$ cat src/rtl/alu4_seq.sv
// Register-file sequencer feeding the 4-bit combinational ALU: fetch operands, capture, write back.
// Optional status flags are built when ALU4_SEQ_FLAGS_EN is defined.
module alu4_seq (
    input  logic       clk,
    input  logic       rst,
    input  logic       in_valid,
    output logic       in_ready,
    input  logic [3:0] in_op,
    input  logic [1:0] in_rd,
    input  logic [1:0] in_rs1,
    input  logic [1:0] in_rs2,
    input  logic       ld_en,
    input  logic [1:0] ld_addr,
    input  logic [3:0] ld_data,
    output logic [3:0] alu_a,
    output logic [3:0] alu_b,
    output logic [3:0] alu_op,
    input  logic [3:0] alu_x,
    input  logic [3:0] alu_y,
    output logic       out_valid,
    input  logic       out_ready,
    output logic [3:0] res_x,
    output logic [3:0] res_y,
    output logic       flag_z,
    output logic       flag_c
);

    typedef enum logic [1:0] {StIdle, StExec, StWb} state_e;

    state_e     state_q, state_d;
    logic [3:0] rf_q [4];
    logic [3:0] op_q;
    logic [1:0] rd_q, rs1_q, rs2_q;
    logic [3:0] res_x_q, res_y_q;
    logic       accept, capture, retire;

    always_comb begin
        state_d   = state_q;
        in_ready  = 1'b0;
        out_valid = 1'b0;
        alu_a     = 4'h0;
        alu_b     = 4'h0;
        alu_op    = 4'h0;
        accept    = 1'b0;
        capture   = 1'b0;
        retire    = 1'b0;
        unique case (state_q)
            StIdle: begin
                in_ready = 1'b1;
                if (in_valid) begin
                    accept  = 1'b1;
                    state_d = StExec;
                end
            end
            StExec: begin
                alu_a   = rf_q[rs1_q];
                alu_b   = rf_q[rs2_q];
                alu_op  = op_q;
                capture = 1'b1;
                state_d = StWb;
            end
            StWb: begin
                out_valid = 1'b1;
                if (out_ready) begin
                    retire  = 1'b1;
                    state_d = StIdle;
                end
            end
            default: state_d = StIdle;
        endcase
    end

    always_ff @(posedge clk) begin
        if (rst) begin
            state_q <= StIdle;
        end else begin
            state_q <= state_d;
        end
    end

    always_ff @(posedge clk) begin
        if (rst) begin
            rf_q    <= '{default: 4'h0};
            op_q    <= 4'h0;
            rd_q    <= 2'd0;
            rs1_q   <= 2'd0;
            rs2_q   <= 2'd0;
            res_x_q <= 4'h0;
            res_y_q <= 4'h0;
        end else begin
            if (accept) begin
                op_q  <= in_op;
                rd_q  <= in_rd;
                rs1_q <= in_rs1;
                rs2_q <= in_rs2;
            end
            if (capture) begin
                res_x_q <= alu_x;
                res_y_q <= alu_y;
            end
            if (ld_en) begin
                rf_q[ld_addr] <= ld_data;
            end
            // Later assignment wins, so writeback overrides a same-address external load.
            if (retire) begin
                rf_q[rd_q] <= res_x_q;
            end
        end
    end

    assign res_x = res_x_q;
    assign res_y = res_y_q;

`ifdef ALU4_SEQ_FLAGS_EN
    logic flag_z_q, flag_c_q;

    always_ff @(posedge clk) begin
        if (rst) begin
            flag_z_q <= 1'b0;
            flag_c_q <= 1'b0;
        end else if (retire) begin
            flag_z_q <= (res_x_q == 4'h0);
            // Carry/borrow only meaningful for add (14) and sub (15).
            if (op_q >= 4'd14) begin
                flag_c_q <= (res_y_q != 4'h0);
            end
        end
    end

    assign flag_z = flag_z_q;
    assign flag_c = flag_c_q;
`else
    assign flag_z = 1'b0;
    assign flag_c = 1'b0;
`endif

endmodule

$ cat config.mk
export PLATFORM = sky130hd
export DESIGN_NAME = alu4_seq
export DESIGN_NICKNAME = d
export VERILOG_FILES = /design/src/rtl/alu4_seq.sv
export SDC_FILE = /design/constraint.sdc
export NUM_CORES = 1
export LEC_CHECK = 0
export CORE_ASPECT_RATIO = 1.4
export CORE_MARGIN = 5
export CORE_UTILIZATION = 50
export DETAILED_ROUTE_END_ITERATION = 10
export PLACE_DENSITY_LB_ADDON = 0.1
export REMOVE_ABC_BUFFERS = 1
export SYNTH_ARGS = -nofsm -noshare
export SYNTH_HDL_FRONTEND = slang
export SYNTH_SLANG_ARGS = --single-unit
$ cat constraint.sdc
create_clock -name clk -period 3.7 [get_ports clk]
set_input_delay 0.925 -clock clk [delete_from_list [all_inputs] [get_ports clk]]
set_output_delay 0.925 -clock clk [all_outputs]
set_load 0.005 [all_outputs]
Yosys cells after proc, flatten, opt, wreduce, memory -nomap -nowiden. Cells that the tools add are included.

Bits in registers: 36. Bits of input ports: 29. Output and inout bits: 24. Word-level logic and storage cells: 57.

Magnitude comparators: 6. Equality and inequality tests: 4. Mux-type cells: 28. Bitwise operators: 4. Reductions and logical operators: 4.

Operators with widths (count): 16-bit two-way mux (3); 4-bit two-way mux (9); 16-bit bitwise mux (2); 4-bit binary-select mux with 2-bit select (2); 4-bit demux with 2-bit select (2); 3-bit >= comparator (second input constant) (4); 2-bit inverter with 3-bit output (4); 1-bit two-way mux (7); 3-bit by 1-bit < comparator with 1-bit output (second input constant) (2); 2-bit one-hot mux with 3 select lines (1); 2-bit two-way mux (2); 2-bit != test (second input constant) (2); 2-bit by 1-bit equality test with 1-bit output (second input constant) (1); 2-bit equality test (second input constant) (1); 1-bit logical AND (2); 2-bit zero test (1); 2-bit AND reduction (1).

Longest topological paths before layout.
Word-level depth: 10. Gate-level depth with buffers: 5. Gate-level depth less buffers: 3.

Worst setup path before layout. OpenSTA, ideal clock, no wires.

Kind: register to output. Start point: reg rs1_q[0]. End point: out alu_a[0]. Data arrival time: 1.078 ns. Data required time: 2.775 ns. Path slack: 1.697 ns. Cell stages (with the launch flop): 3. Buffers on the path: 0. Path through: dfxtp_1 > mux4_2 > and2_1.

Word-level cells in the longest chain between the ends: 5.

Ends and longest elaborated chain: start: declaration (line 33) `logic [1:0] rd_q, rs1_q, rs2_q;`; start signal: assignment (line 94) `rs1_q <= in_rs1;`; 2-bit inverter with 3-bit output (implied by the code) (line 56) `alu_a = rf_q[rs1_q];`; 4-bit binary-select mux with 2-bit select (line 56); 4-bit two-way mux (implied by the code) (2 in series) (line 56); 4-bit two-way mux (line 47) `unique case (state_q)`; end: declaration (line 15) `output logic [3:0] alu_a,`.

No other way between the ends. The select of a mux whose other input is x is not followed.

Final worst setup path.
Start point: reg state_q[0]. End point: out alu_a[2].

Word-level cells in the longest chain between the ends: 2.

Ends and longest elaborated chain: start: declaration (line 30) `state_e state_q, state_d;`; start signal: assignment (line 75) `state_q <= StIdle;`; start signal: assignment (line 77) `state_q <= state_d;`; 2-bit by 1-bit equality test with 1-bit output (line 47); 4-bit two-way mux (line 47).

No other way between the ends.

==> key figures <==
Global route
  • Largest net degree at the start of global routing: 37
  • Grt total ovfl: 0
  • Initial antenna violation count: 0
  • Number of global-route vias before repair: 1668
  • First-pass GRT wire length: 7270 um
  • Gr usage total: 19.9%

Logic synthesis
  • Number of flops mapped to enable cells by yosys: 0
  • Dominant cells by area after synthesis: dfxtp_1, mux2i_1, mux4_2, a211oi_1, nor3_1
  • Cell taking the most area after synthesis: dfxtp_1
  • Register bit total from synthesis: 36
  • Yosys top cell area share: 40.0%
  • Top_reg_cell synth: dfxtp_1
  • Post-Synthesis Cells: 183
  • Post-synthesis sequential area ratio: 40.0%
  • Synth Warn #: 0
  • Syn Std Cell Area: 1800 sq um
  • Synthesized area per cell: 9.85 sq um
  • Synth cell types: 28
  • Ys async rst share: 0%

Power and ir drop
  • Peak supply drop: 0.340 mV
  • Cell leakage power: 0.937 nW
  • Total chip power: 0.904 mW
  • Pwr dens: 376 nW/um^2

Clock network
  • Clock Latency Late Sink: 0.29 ns
  • CTS Root Cell: clkbuf_8
  • # clock sinks: 36
  • Hold_buf cts: 0
  • Clk slew on worst S/H paths: 0.07 ns
  • Bufs on Longest Clock Path: 2
  • CTS tree: done
  • TritonCTS Buffers: 5
  • Post-cts gate resize count: 0
  • Setup bufs post-CTS: 0
  • CTS HTree Levels: 2

Worst setup path
  • Worst Path Buf+Inv: 2
  • Crit end category: output pin
  • CP max FO: 17
  • Crit-path cells: nor2b_1, buf_4, and2_1, clkdlybuf4s50_1
  • Reg-to-reg setup timing slack: 2.27 ns
  • Worst Path Arrival: 1.93 ns
  • Worst Path Required: 2.77 ns
  • CP delay by family, top: buffers and inverters
  • Startpoint Class: flip-flop
  • R2R depth: 3
  • Setup Crit Path Kind: reg2out
  • Stages on worst setup path: 4
  • CP startpoint: state_q[0]$_SDFFE_PP0P_
  • Crit-path max cell delay: 0.50 ns
  • R2R Path Start: state_q[1]$_SDFFE_PP0P_
  • Critical Path Sink: alu_a[2]
  • R2r endpoint: rf_q[11]$_SDFF_PP0_
  • CP max-delay cell: clkdlybuf4s50_1

Die
  • Die X: 60.7 um
  • Die Area: 4920 sq um
  • Core area: 3440 sq um
  • Die span in y: 81.0 um
  • Starting Density: 52.4%
  • Ports: 53
  • Rows: 25

Timing
  • Max Clock Skew: 0.00381 ns
  • Unrepaired setup endpoints after global routing: false
  • Setup TNS: 0 ns
  • Min Tclk post-route: 2.86 ns
  • Hold Violations, Final: 0
  • Slew of the pin with the lowest slew margin: 1.26 ns
  • Final period util: 77.2%
  • Fmax: 350 MHz
  • Slew margin rel.: 16.0%
  • Setup Viol. Count Final: 0
  • Slew Limit Fails: 0

Outcome
  • Status: finished clean

Min path
  • Start point of the worst hold path: res_y[3]$_SDFFE_PP0N_
  • WHS Path Cells: 2
  • Worst Hold Class: reg2reg

Place
  • # port buffers: 50
  • Post-DP HPWL: 3450 um
  • Placer Congestion: 0.832

Drt
  • WL/cell: 16.5 um
  • Via density: 5.66
  • # DRC: 0
  • Via count: 1527
  • Final WL: 4460 um
  • Drt first-iter violations: 23
  • Antenna Nets Post-Route: 0
  • DRT Pass-1 Iters: 4

Cells and area
  • Area delta synth->final: 33.3%
  • Nets@finish: 258
  • Fill cell count: 292
  • Fraction of layout cells with a size suffix above 1: 10.0%
  • N_diodes: 0

Job
  • # Max-Cap Violations: 0
[layer usage]
metal	track usage, %	routed length, um	vias up
met1	20.1	1710	712
li1	-	-	745
met3	4.13	221	18
met2	35.0	2290	52
met4	14.1	231	0
met5	0	0	-
[placed cells by master (no fill, tap or decap), types with 5 or more instances in the layout]
master and n:
a211oi_1 16, nor2_1 11, clkdlybuf4s50_1 50, dfxtp_1 36
mux4_2 8, clkbuf_8 5, nor3_1 16, nand2_1 16
mux2i_1 26, a21oi_1 9, and2_1 12
[per-stage QoR]
step	setup WS [ns]	instances	hold slack [ns]	instance area, sq um	utilization (%)
6_report	0.842	270	0.458	2400	69.8
5_1_grt	0.720	270	0.484	2400	69.8
4_1_cts	0.836	270	0.459	2400	69.8
3_5_place_dp	1.10	262	0.448	2290	66.7
3_3_place_gp	1.21	262	0.445	2290	66.7
2_1_floorplan	1.58	170	0.447	1730	-
[flip-flops by register name, indices dropped and copies added, names as in the netlist]
signal   count
res_x        4
rd_q         2
state_q      2
rf_q        16
rs2_q        2
rs1_q        2
res_y        4
op_q         4
[where the power goes]
part | internal (mW) | total (mW) | switching [mW]
Sequential | 0.408 | 0.431 | 0.0225
Clock | 0.200 | 0.338 | 0.138
Combinational | 0.0807 | 0.135 | 0.0545
[worst min path at each step]
stage	end	slack, ns
2_1_floorplan	res_y[0]$_SDFFE_PP0N_	0.45
3_3_place_gp	res_y[3]$_SDFFE_PP0N_	0.44
3_5_place_dp	res_y[3]$_SDFFE_PP0N_	0.45
4_1_cts	res_y[3]$_SDFFE_PP0N_	0.46
5_1_grt	res_y[3]$_SDFFE_PP0N_	0.48
6_report	res_y[3]$_SDFFE_PP0N_	0.46
[area by class of cell]
cell class / count / area, sq um / area share [%]
clock buffers: 6 / 72.6 / 3.02
clock inverters: 2 / 35.0 / 1.46
multi-input cells: 134 / 1010 / 42.0
flip-flops and latches: 36 / 721 / 30.0
well taps: 40 / 50.0 / 2.08
repair buffers: 52 / 515 / 21.5
[synth_stat cells, drive strengths merged, types with 5 or more instances]
cell type  count
a211oi        16
nor2          11
nor3          16
a21oi          9
mux4           8
and2          12
or2            5
buf            7
mux2i         26
dfxtp         36
clkbuf         7
nand2         16
[worst reg2reg max path, delay by kind of cell (launching register included)]
kind / cells / cell delay [ns]
and+or+nand+nor: 2 / 0.62
DFF: 1 / 0.48
AOI/OAI and AO/OA: 1 / 0.22
[logic make-up after synthesis]
group / share of synthesized area (%)
simple gates: 21.9
flops: 40.0
mux: 24.4
compound gates: 9.17
buf+inv: 4.24
other cells: 0.208
No activity file was read; power rests on OpenSTA's default activity.
==> variant 1, RTL diff (same settings) <==
Encoding of `state_e`: now one-hot (3 bits for 3 states).
--- a/src/rtl/alu4_seq.sv
+++ b/src/rtl/alu4_seq.sv
@@ -26,5 +26,5 @@
 );
 
-    typedef enum logic [1:0] {StIdle, StExec, StWb} state_e;
+    typedef enum logic [2:0] {StIdle = 3'b001, StExec = 3'b010, StWb = 3'b100} state_e;
 
     state_e     state_q, state_d;
Behaviour: same outputs for any inputs over 4 cycles, from zero or initial values and one cycle with rst high; so few cycles prove little.
==> variant 1 against the unedited design <==
Cell count rose by 7.4%. Design area rose by 2.0%. Wire length fell by 0.85%. Total power fell by 11%. Sequential cell count rose by 1. Hold slack got worse by 1.4 ps. Utilization fell by 2.0 points. Setup slack got worse by 200 ps. Sequential share of layout area rose by 0.23 points. Combinational power fell by 22%. Sequential power rose by 0.9%. Synthesized area rose by 2.9%.
==> variant 1: results (changes against the unedited design) <==
* Pre-CTS setup slack at 938 ps (was 1100 ps)
* Final-layout fill cell count at 293 (was 292)
* Slowest CP cell: nor3b_2 (was clkdlybuf4s50_1)
* Worst r2r src: state_q[2]$_SDFFE_PP0P_ (was state_q[1]$_SDFFE_PP0P_)
* Initial DRC count at 55 (was 23)
* P_leak at 0.915 nW (was 0.937 nW)
* Mux contribution to synthesized area at 0.184 (was 0.244)
* Number of distinct library cells after synthesis at 29 (was 28)
* Switching power at 0.000195 W (was 0.000215 W)
* Tightest Pin Transition at 515 ps (was 1260 ps)
* Main synth FF type: dfxtp_1 (unchanged)
* Gpl congestion at 0.865 (was 0.832)
* Commonest cells post-synth: dfxtp_1, nand2_1, a21oi_1 (was dfxtp_1, mux2i_1, a211oi_1, nand2_1, nor3_1)
* All-Layer GR Usage at 0.189 (was 0.199)
* Final std cells w/o fill at 290 (was 270)
* DR vias at 1607 (was 1527)
* Largest net degree at the start of global routing at 38 (was 37)
* Peak supply drop at 0.284 mV (was 0.340 mV)
* CP max FO at 12 (was 17)
* Start point of the critical path: state_q[1]$_SDFFE_PP0P_ (was state_q[0]$_SDFFE_PP0P_)
* Post-DP HPWL at 3430 µm (was 3450 µm)
* Post-cts resize count at 0 (unchanged)
* Maximum buffer depth of the clock tree at 2 (unchanged)
* Final Skew at 6.84 ps (was 3.81 ps)
* Initial antenna violation count at 0 (unchanged)
* First-pass GRT wire length at 7110 µm (was 7270 µm)
* DP Cell Count at 282 (was 262)
* CP arrival at 2130 ps (was 1930 ps)
* Status: completed (unchanged)
* Compound-Gate Fraction of Synth Area at 0.126 (was 0.0917)
* CTS buffer count at 5 (unchanged)
* Layout cells sized above 1 at 0.0968 (was 0.100)
* Synth Area per Inst at 9.23 µm² (was 9.85 µm²)
* Skew-Pair Late Insertion Delay at 290 ps (about the same)
* Sequential fraction of the synthesis area at 0.399 (was 0.400)
* Hold Crit Start: op_q[0]$_SDFFE_PP0P_ (was res_y[3]$_SDFFE_PP0N_)
* Synth top area cells: dfxtp_1, mux4_2, mux2i_1 (was dfxtp_1, mux2i_1, mux4_2)
* WL final at 4420 µm (was 4460 µm)
## variant 1: routing by layer
layer,global-route usage,up-vias,share of wire
met4,0.0892,0,0.035
met5,0,-,0
met3,0.0472,15,0.055
met1,0.198,735,0.39
li1,-,810,-
met2,0.342,47,0.52
## variant 1: final cells by class
type | count | area (µm²) | area share
multi-input cells | 148 | 1040 | 0.424
flip-flops and latches | 37 | 741 | 0.302
repair buffers | 54 | 531 | 0.217
clock buffers | 6 | 72.6 | 0.0296
well taps | 42 | 52.6 | 0.0215
clock inverters | 2 | 10.0 | 0.00409
inverters | 1 | 3.75 | 0.00153
## variant 1: power by group through the flow
stage | Sequential (W) | Clock (W) | Combinational (W)
3_5_place_dp | 0.000444 | 0 | 0.000105
5_1_grt | 0.000438 | 0.000285 | 0.000114
2_1_floorplan | 0.000438 | 0 | 0.0000488
6_report | 0.000435 | 0.000263 | 0.000105
3_3_place_gp | 0.000443 | 0 | 0.000105
4_1_cts | 0.000435 | 0.000270 | 0.000106
## variant 1: per-stage QoR
step           cell area [µm²]  hold slack, ps
6_report                  2450             457
5_1_grt                   2450             476
4_1_cts                   2450             457
3_5_place_dp              2370             448
3_3_place_gp              2370             445
2_1_floorplan             1780             426
## variant 1: path summary, 6_finish.rpt
check                                             to  slack [ps]  cells after the start
worst min-delay path            op_q[0]$_SDFFE_PP0P_         460                      2
worst max-delay path                       alu_op[2]         640                      4
worst max register to register    rf_q[2]$_SDFF_PP0_        1960                      4
worst min register to register  op_q[0]$_SDFFE_PP0P_         460                      2
## variant 1: worst min-delay path, cell delays in order, from the launching register on
cell and delay [ps]:
dfxtp_1 310, nand2_1 50, a21oi_1 50
==> variant 2, RTL diff (config.mk and constraints unchanged) <==
Made on the original files. The option `ALU4_SEQ_FLAGS_EN` is turned on by a define.
--- a/src/rtl/alu4_seq.sv
+++ b/src/rtl/alu4_seq.sv
@@ -1,4 +1,6 @@
 // Register-file sequencer feeding the 4-bit combinational ALU: fetch operands, capture, write back.
 // Optional status flags are built when ALU4_SEQ_FLAGS_EN is defined.
+`define ALU4_SEQ_FLAGS_EN
+
 module alu4_seq (
     input  logic       clk,
Function: changed (a bounded check fails within 4 cycles, from zero or initial values and one cycle with rst high).
==> variant 2 against the unedited design <==
Setup slack worse by 200 ps. Fmax is 6.7% lower. Wire length is 0.81% higher. Combinational power is 5% higher. Design area is 4.2% higher. Total power is 1.8% lower. Synthesized area is 5.6% higher. Sequential cell count is 2 higher. Synthesized cell count is 5.5% higher. Highest routed layer unchanged.
==> variant 2: results (changes against the unedited design) <==
* Flop pwr share at 0.511 (was 0.477)
* Peak supply drop at 0.346 mV (was 0.340 mV)
* Max transition margin at 0.312 (was 0.160)
* P_leak at 0.963 nW (was 0.937 nW)
* Delay-heaviest family, CP: simple AND/OR/NAND/NOR gates (was buffers and inverters)
* Final Skew at 1.82 ps (was 3.81 ps)
* Slowest stage delay, CP at 670 ps (was 500 ps)
* Synth top area cells: dfxtp_1, mux2i_1, mux4_2 (unchanged)
* Post-cts resize count at 0 (unchanged)
* Pint at 0.000665 W (was 0.000689 W)
* Slowest CP cell: nor2b_1 (was clkdlybuf4s50_1)
* Vias/cell at 5.69 (was 5.66)
* Status: completed (unchanged)
* WL final at 4500 µm (was 4460 µm)
* CP max FO at 13 (was 17)
* Power Clock at 0.000292 W (was 0.000338 W)
* CTS Root Cell: clkbuf_8 (unchanged)
* Vias in the first global route at 1703 (was 1668)
* Largest net degree at the start of global routing at 22 (was 37)
* Worst Hold Class: flip-flop to flip-flop (unchanged)
* Initial DRC count at 43 (was 23)
* First-pass GRT wire length at 7860 µm (was 7270 µm)
* First drt pass iteration count at 5 (was 4)
* Post-place instance area at 0.00241 mm² (was 0.00229 mm²)
* Gpl congestion at 0.789 (was 0.832)
* Post-DP HPWL at 3570 µm (was 3450 µm)
* Nets at 269 (was 258)
* All-Layer GR Usage at 0.183 (was 0.199)
* Postcts setup bufs at 0 (unchanged)
* Worst-path clk slew at 70 ps (about the same)
* Port Buf Inserts at 52 (was 50)
* Number of distinct library cells after synthesis at 30 (was 28)
* Main synth FF type: dfxtp_1 (unchanged)
* Commonest cells post-synth: dfxtp_1, mux2i_1, a21oi_1 (was dfxtp_1, mux2i_1, a211oi_1, nand2_1, nor3_1)
* Layout cells sized above 1 at 0.0913 (was 0.100)
* CP arrival at 2140 ps (was 1930 ps)
* Skew-Pair Late Insertion Delay at 290 ps (about the same)
* Ys async rst share at 0 (unchanged)
* Final-layout fill cell count at 299 (was 292)
[variant 2: final timing paths]
check	start	endpoint	slack [ps]	depth (start not counted)
worst min register to register	res_y[3]$_SDFFE_PP0N_	res_y[3]$_SDFFE_PP0N_	490	2
worst min-delay path	res_y[3]$_SDFFE_PP0N_	res_y[3]$_SDFFE_PP0N_	490	2
worst max register to register	state_q[1]$_SDFFE_PP0P_	rs2_q[1]$_SDFFE_PP0P_	2010	3
worst max-delay path	state_q[0]$_SDFFE_PP0P_	alu_a[2]	640	3
[variant 2: worst min-delay path, stage by stage, from the launching register on]
cell and delay [ps]:
dfxtp_1 330, nand2_1 60, a21oi_1 60
[variant 2: routing by layer]
metal | track usage | up-vias | routed length [µm]
li1 | - | 794 | -
met1 | 0.194 | 758 | 1770
met5 | 0 | - | 0
met2 | 0.336 | 50 | 2420
met4 | 0.0671 | 0 | 102
met3 | 0.0486 | 7 | 201
[variant 2: layout make-up]
class	count	area, µm²	share of cell area
clock buffers	7	86.3	0.0345
clock inverters	1	5.00	0.00200
inverters	1	3.75	0.00150
multi-input cells	140	1060	0.423
flip-flops and latches	38	761	0.304
well taps	42	52.6	0.0210
repair buffers	54	536	0.214
[variant 2: kinds of logic (layout without fill, tap and decap cells)]
group	count (synthesis)	after routing	synth area share
simple gates	62	62	0.182
buf+inv	15	63	0.0428
flops	38	38	0.400
mux	35	35	0.237
compound gates	43	43	0.138
[variant 2: stage by stage]
step                hold WS, ps  instances  total power [W]  setup slack [ps]
floorplan                   452        179         0.000530              1570
detailed placement          473        275         0.000606               862
finish                      486        283         0.000887               638
global placement            455        275         0.000599               974
global route                510        283         0.000927               350
CTS                         483        283         0.000894               546
